==> src/rtl/pswd_writer.sv <==
// pswd_writer: two-pass password entry and single-cycle write to the password store
module pswd_writer #(
  parameter int TIMEOUT_CYCLES = 50_000_000
) (
  input  logic        clk,
  input  logic        reset,
  input  logic        authorise_bit,
  input  logic        change_req,
  input  logic [3:0]  in_toggle,
  input  logic        push_button,
  input  logic [3:0]  internalid,
  input  logic        logout,
  output logic        wr_en,
  output logic [3:0]  wr_addr,
  output logic [15:0] wr_data,
  output logic        busy,
  output logic        done,
  output logic        error,
  output logic [1:0]  entry_phase
);
  localparam int TW = $clog2(TIMEOUT_CYCLES);
  localparam logic [TW-1:0] T_MAX = TW'(TIMEOUT_CYCLES - 1);
  typedef enum logic [2:0] {IDLE, ENTER1, ENTER2, WRITE, DONE, ERROR} state_t;
  state_t r_state, w_next;
  logic          r_pb_prev;
  logic [1:0]    r_nib_cnt;
  logic [15:0]   r_pw1, r_pw2;
  logic [3:0]    r_addr;
  logic [TW-1:0] r_timer;
  logic          r_wr_en, r_busy, r_done, r_error;
  logic [3:0]    r_wr_addr;
  logic [15:0]   r_wr_data;
  logic [1:0]    r_phase;
  logic          w_press, w_abort, w_entry, w_start, w_match;
  logic [15:0]   w_shift;
  assign w_press = push_button & ~r_pb_prev;
  assign w_abort = logout | ~authorise_bit;
  assign w_entry = (r_state == ENTER1) || (r_state == ENTER2);
  assign w_start = (r_state == IDLE) && change_req && authorise_bit;
  assign w_shift = {(r_state == ENTER1) ? r_pw1[11:0] : r_pw2[11:0], in_toggle};
  assign w_match = (w_shift == r_pw1) && (w_shift != 16'h0000);
  // next state: abort beats a press, a press beats the timeout
  always_comb begin
    w_next = r_state;
    unique case (r_state)
      IDLE:    w_next = change_req ? (authorise_bit ? ENTER1 : ERROR) : IDLE;
      ENTER1:  w_next = w_abort ? IDLE : w_press ? ((r_nib_cnt == 2'd3) ? ENTER2 : ENTER1) :
                        (r_timer == T_MAX) ? ERROR : ENTER1;
      ENTER2:  w_next = w_abort ? IDLE : w_press ? ((r_nib_cnt == 2'd3) ? (w_match ? WRITE : ERROR) : ENTER2) :
                        (r_timer == T_MAX) ? ERROR : ENTER2;
      WRITE:   w_next = DONE;
      DONE:    w_next = IDLE;
      ERROR:   w_next = IDLE;
      default: w_next = IDLE;
    endcase
  end
  // state register
  always_ff @(posedge clk) begin
    if (reset) r_state <= IDLE;
    else       r_state <= w_next;
  end
  // entry datapath: edge detect, nibble capture, timer
  always_ff @(posedge clk) begin
    if (reset) begin
      r_pb_prev <= 1'b0;
      r_nib_cnt <= '0;
      r_pw1     <= '0;
      r_pw2     <= '0;
      r_addr    <= '0;
      r_timer   <= '0;
    end else begin
      r_pb_prev <= push_button;
      if (w_start) begin
        r_addr    <= internalid;
        r_nib_cnt <= '0;
        r_timer   <= '0;
        r_pw1     <= '0;
        r_pw2     <= '0;
      end else if (w_entry) begin
        if (w_abort) begin
          r_nib_cnt <= '0;
          r_timer   <= '0;
          r_pw1     <= '0;
          r_pw2     <= '0;
        end else if (w_press) begin
          r_nib_cnt <= r_nib_cnt + 2'd1;
          r_timer   <= '0;
          if (r_state == ENTER1) r_pw1 <= w_shift;
          else                   r_pw2 <= w_shift;
        end else begin
          r_timer <= r_timer + 1'b1;
        end
      end
    end
  end
  // registered Moore outputs decoded from the upcoming state
  always_ff @(posedge clk) begin
    if (reset) begin
      r_wr_en   <= 1'b0;
      r_wr_addr <= '0;
      r_wr_data <= '0;
      r_busy    <= 1'b0;
      r_done    <= 1'b0;
      r_error   <= 1'b0;
      r_phase   <= '0;
    end else begin
      r_wr_en   <= w_next == WRITE;
      r_wr_addr <= (w_next == WRITE) ? r_addr : '0;
      r_wr_data <= (w_next == WRITE) ? r_pw1 : '0;
      r_busy    <= w_next != IDLE;
      r_done    <= w_next == DONE;
      r_error   <= w_next == ERROR;
      r_phase   <= (w_next == IDLE) ? 2'd0 : (w_next == ENTER1) ? 2'd1 : (w_next == ENTER2) ? 2'd2 : 2'd3;
    end
  end
  assign wr_en       = r_wr_en;
  assign wr_addr     = r_wr_addr;
  assign wr_data     = r_wr_data;
  assign busy        = r_busy;
  assign done        = r_done;
  assign error       = r_error;
  assign entry_phase = r_phase;
endmodule

==> config.mk <==
export PLATFORM = sky130hd
export DESIGN_NAME = pswd_writer
export DESIGN_NICKNAME = d
export VERILOG_FILES = /design/src/rtl/pswd_writer.sv
export SDC_FILE = /design/constraint.sdc
export NUM_CORES = 1
export LEC_CHECK = 0
export BUFFER_PORTS_ARGS = -buffer_cell sky130_fd_sc_hd__buf_2
export CORE_MARGIN = 2
export CORE_UTILIZATION = 29
export CTS_BUF_LIST = sky130_fd_sc_hd__clkbuf_4
export DETAILED_ROUTE_END_ITERATION = 6
export SYNTH_ARGS = -nofsm -noshare
export SYNTH_HDL_FRONTEND = slang
export SYNTH_SLANG_ARGS = --single-unit
==> constraint.sdc <==
create_clock -name clk -period 4.6 [get_ports clk]
set_clock_uncertainty 0.2 [all_clocks]
set_input_delay 0.23 -clock clk [delete_from_list [all_inputs] [get_ports clk]]
set_output_delay 0.23 -clock clk [all_outputs]
set_load 0.02 [all_outputs]
==> summary.md, run 1 <==
| Metric | Value |
|---|---|
| Status | finished, final reports clean |
| Post-CTS setup buffers | 0 |
| Startpoint of the lowest-slack hold path | logout |
| Critical path data required time | 4.79 ns |
| # H-tree levels | 3 |
| Biggest fanout along the worst timing path | 12 |
| Share of cells above drive strength 1 | 16.9% |
| Cell Area, Synth | 4010 µm² |
| Drt via density | 4.93 |
| R2R cell count | 6 |
| Port Buffers | 39 |
| Clock tree from TritonCTS | built |
| Achievable Freq | 332 MHz |
| Fill cell total of the finished layout | 1395 |
| Cells after Synth | 440 |
| Clock power frac | 33.0% |
| RSZ-0062 raised after global routing | no |
| Placed standard-cell area | 4290 µm² |
| Final antenna-violating net count | 0 |
| Sinks on Clock Net | 90 |
| Total area of multi-input combinational cells | 2020 µm² |
| Leading cell type by number of instances after synthesis | sky130_fd_sc_hd__dfxtp_1 |
| Register bit total from synthesis | 90 |
| Measured slew at the worst slew-check pin | 1.28 ns |
| WP data arrival | 3.20 ns |
| Synthesized area per cell | 9.11 µm² |
| Largest cells by area after synthesis | sky130_fd_sc_hd__dfxtp_1 (45%), sky130_fd_sc_hd__nor2_1 (6.2%), sky130_fd_sc_hd__xor2_1 (4.6%), sky130_fd_sc_hd__a22oi_1 (4.5%), sky130_fd_sc_hd__nor3b_2 (4.4%) |
| Seq/Total Area, Yosys | 45.0% |
| Final wirelength | 9030 µm |
| Sequential Area | 1800 µm² |
| Most instantiated flip-flop cell in the synthesis netlist | sky130_fd_sc_hd__dfxtp_1 |
| Net switching power figure | 0.345 mW |
| Post-synthesis async set-or-reset flop share | 0% |
| Clk slew on worst S/H paths | 0.14 ns |
| Vias in the first global route | 3177 |
| Setup violation total in the final timing report | 0 |
| Crit Path Class | reg -> reg |
| Top cells by count, synth | sky130_fd_sc_hd__dfxtp_1 (90), sky130_fd_sc_hd__nor2_1 (66), sky130_fd_sc_hd__nand2_1 (27), sky130_fd_sc_hd__a22oi_1 (24), sky130_fd_sc_hd__nand3_1 (22) |
| Leakage power figure | 1.63 nW |
| Share of the clock period used by the worst path after layout | 65.4% |
| Number of DRC markers in iteration 0 | 198 |
| Tightest Hold Check Type | in -> reg |
| Post-synthesis net count | 456 |
| Total power divided by cell area | 289 nW/µm² |
| Yosys cell types | 54 |
| Startpoint types | register |
| Area share of the largest cell type after synthesis | 45.0% |
| # IOs | 40 |
| Effective utilization at floorplan | 30.0% |
| Number of synthesized flops with an enable pin | 0 |
| Switching portion of total power | 25.9% |
| Crit path from | r_state[1] |
| Floorplan die height | 122 µm |
| Combinational share of power | 7.4% |
| Pint | 0.987 mW |
| PostCTS Resize Cnt | 0 |
| Sequential share of power | 59.6% |
| Routed wirelength normalized by instance count | 13.6 µm |
| Cts bufs inserted | 9 |
| Number of nets in the layout | 497 |
| Register-to-register setup slack | 1.59 ns |
| Worst Hold Endpoint | r_pw1[3] |
| Post-route setup TNS | 0 ns |
| Clk Latency, worst-skew pair | 0.46 ns |
| Via count | 3270 |
| DRT Pass-1 Iters | 5 |
| Top cell type by total area after synthesis | sky130_fd_sc_hd__dfxtp_1 |
| Site Rows | 42 |
| Number of buffers on the longest clock path | 2 |
| Number of stages on the worst hold path | 4 |
| Max-slew headroom | 13.8% |
| Number of DRC violations after detailed routing | 0 |
| Placeable core region | 13300 µm² |
| Time the final worst path needs with I/O delays and setup | 3.01 ns |
| Max-cap viol count | 0 |
| Total global routing overflow | 0 |
| Buffer type at the clock tree root | sky130_fd_sc_hd__clkbuf_4 |
| Initial antenna violation count | 1 |
| Reg-to-reg endpoint | r_pw2[6] |
| Tot GR Track Use | 13.0% |
| Final weighted congestion in routability-driven placement | 0.785 |
| Max Slew Vio Count | 0 |
| Startpoint of the most critical register-to-register path | r_state[1] |
| Pin count of the biggest net entering global routing | 33 |
| Hold violation count in the final report | 0 |
| Placed wire-length estimate after detailed placement | 6350 µm |
| Layout area overhead | 15.2% |
| Max VDD drop | 0.102 mV |
| First-pass GRT wire length | 15300 µm |
| Post-route cell area | 4620 µm² |
| Total Die Area | 14800 µm² |
| Total number of yosys warnings | 0 |
| CTS hold repair buffers | 19 |
| Die W | 122 µm |
| Crit path capture type | register |
cell families (layout without fill, tap and decap cells):
logic type               after synthesis  in the layout  share of synthesized area [%]
AO/OA/AOI/OAI                         67             67                           11.8
adder cells (fa/ha/maj)                2              2                          0.624
AND/OR/NAND/NOR                      201            201                           29.0
flip-flops                            90             90                           45.0
multiplexers                           4              4                           1.03
buffers and inverters                 39             85                           4.53
other                                  0              1                              0
XOR/XNOR                              37             37                           8.09
through the flow:
step	std cells	total power [mW]	util [%]	hold slack, ns	worst slack (ns)
floorplan	440	0.873	-	0.158	2.31
global placement	627	0.896	32.1	0.245	1.87
detailed placement	627	0.898	32.1	0.252	1.66
CTS	662	1.34	34.6	0.0296	1.60
global route	663	1.39	34.6	0.0527	1.17
finish	663	1.33	34.6	0.0374	1.59
layout by cell type (no fill, tap or decap), types with 4 or more instances in the layout:
master	n
sky130_fd_sc_hd__xnor2_1	16
sky130_fd_sc_hd__buf_2	39
sky130_fd_sc_hd__nor2b_1	5
sky130_fd_sc_hd__o21ai_0	7
sky130_fd_sc_hd__nor2_1	66
sky130_fd_sc_hd__clkbuf_4	9
sky130_fd_sc_hd__nand3_1	22
sky130_fd_sc_hd__nand4b_1	5
sky130_fd_sc_hd__a21oi_1	17
sky130_fd_sc_hd__and3_1	7
sky130_fd_sc_hd__xor2_1	21
sky130_fd_sc_hd__inv_1	10
sky130_fd_sc_hd__nor4_1	8
sky130_fd_sc_hd__a22oi_1	24
sky130_fd_sc_hd__dlygate4sd3_1	19
sky130_fd_sc_hd__nor3_1	11
sky130_fd_sc_hd__nor3b_1	4
sky130_fd_sc_hd__nand4_1	7
sky130_fd_sc_hd__nand2_1	27
sky130_fd_sc_hd__nor3b_2	14
sky130_fd_sc_hd__dfxtp_1	90
sky130_fd_sc_hd__nor3_2	4
per-layer routing:
layer	track usage, %	wire [µm]
met1	17.0	4210
met2	20.8	4250
met3	3.04	416
met4	5.53	158
met5	0	0
flip-flops by register name, indices dropped and copies added, names as in the netlist, 2 cells and up:
| name | cells |
|---|---|
| entry_phase | 2 |
| r_state | 3 |
| r_addr | 4 |
| r_timer | 26 |
| r_nib_cnt | 2 |
| r_pw2 | 12 |
| wr_addr | 4 |
| wr_data | 16 |
| r_pw1 | 16 |
worst max-delay path by stage:
| stage | end | cells after the start | slack (ns) |
|---|---|---|---|
| floorplan | wr_addr[0] | 9 | 2.31 |
| global placement | r_pw2[10] | 6 | 1.87 |
| detailed placement | r_pw2[3] | 6 | 1.66 |
| CTS | r_pw2[6] | 6 | 1.60 |
| global route | r_pw2[1] | 6 | 1.17 |
| finish | r_pw2[6] | 6 | 1.59 |
layout make-up:
class                           count  area share [%]
Inverter                           10           0.813
Antenna cell                        1          0.0542
Clock buffer                        9            1.46
Sequential cell                    90            39.0
Tap cell                          176            4.77
Timing Repair Buffer               59            8.51
Multi-Input combinational cell    311            43.8
Clock inverter                      7            1.52
power groups by stage:
stage	combinational, mW	sequential (mW)	clock (mW)
finish	0.0988	0.794	0.439
global route	0.110	0.796	0.483
CTS	0.0988	0.794	0.450
detailed placement	0.0871	0.811	0
global placement	0.0855	0.811	0
floorplan	0.0618	0.811	0
critical path, stage by stage (launching register included):
cell	delay, ns
sky130_fd_sc_hd__dfxtp_1	0.56
sky130_fd_sc_hd__xnor2_1	0.24
sky130_fd_sc_hd__nor2_1	0.40
sky130_fd_sc_hd__nand2_1	0.21
sky130_fd_sc_hd__nor3_1	1.01
sky130_fd_sc_hd__a22oi_1	0.16
sky130_fd_sc_hd__nor2_1	0.16
Note: power is estimated with default switching activity, not from simulation.
==> run 2: changes to the inputs <==
Clock period 4.6 ns to 2.5 ns, I/O delays scaled along.
==> run 2 against run 1 <==
The flow now finishes with violations (setup timing). Die area unchanged. Final cell count is 5.3% higher. Sequential power rose by 83%. Largest cell class unchanged. Combinational power increased by 130%. Non-clock buffer count grew 33.
==> summary.md, run 2 (synthesis gave the netlist of run 1 again) <==
| Metric | Value |
|---|---|
| Share of the clock period used by the worst path after layout | 101% |
| Number of nets in the layout | 532 |
| Max-cap viol count | 0 |
| Measured slew at the worst slew-check pin | 0.710 ns |
| Max-slew headroom | 52.4% |
| PnR Total Power | 2.63 mW |
| Crit Path Class | reg -> reg |
| Place WS | -0.0431 ns |
| Time the final worst path needs with I/O delays and setup | 2.52 ns |
| Crit-path leading delay family | compound AO/OA/AOI/OAI gates |
| Tightest Hold Check Type | in -> reg |
| Post-layout util | 37.9% |
| Top library cells by usage in the layout, fill and taps aside | sky130_fd_sc_hd__dfxtp_1 (84), sky130_fd_sc_hd__nor2_1 (66), sky130_fd_sc_hd__buf_2 (39) |
| Crit path capture type | register |
| Effective utilization at floorplan | 30.0% |
| Total Die Area | 14800 µm² |
| Number of buffers on the longest clock path | 2 |
| Most frequent standard cell in the layout excluding fill and tap cells | sky130_fd_sc_hd__dfxtp_1 |
| Logic depth of the worst path, buffers included | 7 |
| Share of cells above drive strength 1 | 27.4% |
| Placed Cells | 655 |
| Count of non-filler cells in the finished layout | 698 |
| Critical path data required time | 2.70 ns |
| Number of DRC violations after detailed routing | 0 |
| Number of stages on the worst hold path | 5 |
| Combined buffer and inverter count along the critical path | 0 |
| Metal2 WL | 4600 µm |
| Register with the most flip-flops | r_timer |
| Top routing layer used | met4 |
| CP max stage delay | 0.50 ns |
| Vias in the first global route | 3338 |
| RSZ-0062 raised after global routing | yes |
| Floorplan die height | 122 µm |
| Routed length on met3 | 603 µm |
| Leakage power figure | 1.86 nW |
| DRT Pass-1 Iters | 4 |
| Number of DRC markers in iteration 0 | 222 |
| Initial antenna violation count | 1 |
| Placed wire-length estimate after detailed placement | 6740 µm |
| Placed standard-cell area | 4500 µm² |
| Total power divided by cell area | 520 nW/µm² |
| Clk Latency, worst-skew pair | 0.47 ns |
| R2R cell count | 7 |
| # H-tree levels | 3 |
| Total global routing overflow | 0 |
| Failing checks | setup timing |
| Setup slack of the critical path after layout | -0.0172 ns |
| Max Slew Vio Count | 0 |
| Tot GR Track Use | 13.8% |
| Buffer type at the clock tree root | sky130_fd_sc_hd__clkbuf_4 |
| Final weighted congestion in routability-driven placement | 0.804 |
| Achievable Freq | 397 MHz |
| First-pass GRT wire length | 16100 µm |
| Status | finished with violations |
| Number of flip-flops in the largest register | 26 |
| Clk slew on worst S/H paths | 0.15 ns |
| Routed wirelength normalized by instance count | 14.3 µm |
| WP data arrival | 2.72 ns |
| Final wirelength | 10000 µm |
| Setup violation total in the final timing report | 5 |
| Max VDD drop | 0.188 mV |
| Layout area overhead | 26.2% |
| Final antenna-violating net count | 0 |
| Hold violation count in the final report | 0 |
| Placeable core region | 13300 µm² |
| Worst slack on hold paths | 0.0711 ns |
| Startpoint types | register |
| Met1 WL | 4600 µm |
| # IOs | 40 |
| Clock tree from TritonCTS | built |
| Site Rows | 42 |
| Die W | 122 µm |
| Port Buffers | 39 |
| Post-route cell area | 5060 µm² |
| Post-route setup TNS | -0.0400 ns |
| Pin count of the biggest net entering global routing | 32 |
| Crit-path cells | or3_4 -> a221oi_2 -> nand4_1 -> a21oi_2 -> a31oi_2 -> o32a_4 -> nor3b_1 |
| Cts bufs inserted | 9 |
| Via count | 3475 |
| Sinks on Clock Net | 90 |
| Biggest fanout along the worst timing path | 12 |
| Slowest cell on crit path | sky130_fd_sc_hd__o32a_4 |
| Drt via density | 4.98 |
==> run 2: cell types whose count changed in the layout (fill, tap and decap cells not counted), sizes merged <==
cell and delta:
inv +3, clkinv -4, buf +35, o32a +2, dlygate4sd3 -2, bufinv +1
==> run 2: final timing paths <==
kind,start,end,slack (ns)
setup / recovery,r_pw1[1],wr_data[8],-0.02
hold reg to reg,r_addr[0],r_addr[0],0.28
setup reg to reg,r_pw1[1],wr_data[8],-0.02
hold / removal,change_req,r_addr[0],0.07
==> run 2: layer usage <==
layer	track usage [%]	vias to the layer above
met2	21.2	84
li1	-	1713
met5	0	-
met3	3.65	15
met4	6.03	0
met1	18.3	1663
==> run 2: what timing repair did <==
action,4_1_cts,5_1_grt
hold buffers,17,0
gates resized for setup,0,32
endpoints found under the hold margin,19,0
setup endpoints to repair,0,36
setup buffers,0,8
==> run 2: area by class of cell <==
class                           count  area [µm²]
Timing Repair Buffer               92         636
Clock buffer                        9        67.6
Inverter                           10        37.5
Tap cell                          176         220
Antenna cell                        1        2.50
Multi-Input combinational cell    313        2180
Fill cell                        1363        8290
Clock inverter                      7         100
Sequential cell                    90        1820
==> run 2: worst register-to-register path, delay by kind of cell, from the launching register on <==
family | cells | cell delay (ns)
compound gates | 4 | 1.07
flops | 1 | 0.39
simple gates | 3 | 0.79
==> run 2: where the power goes <==
part | total, mW | internal, mW | switching (mW)
Clock | 0.947 | 0.416 | 0.531
Combinational | 0.226 | 0.0910 | 0.135
Sequential | 1.45 | 1.45 | 0.00767
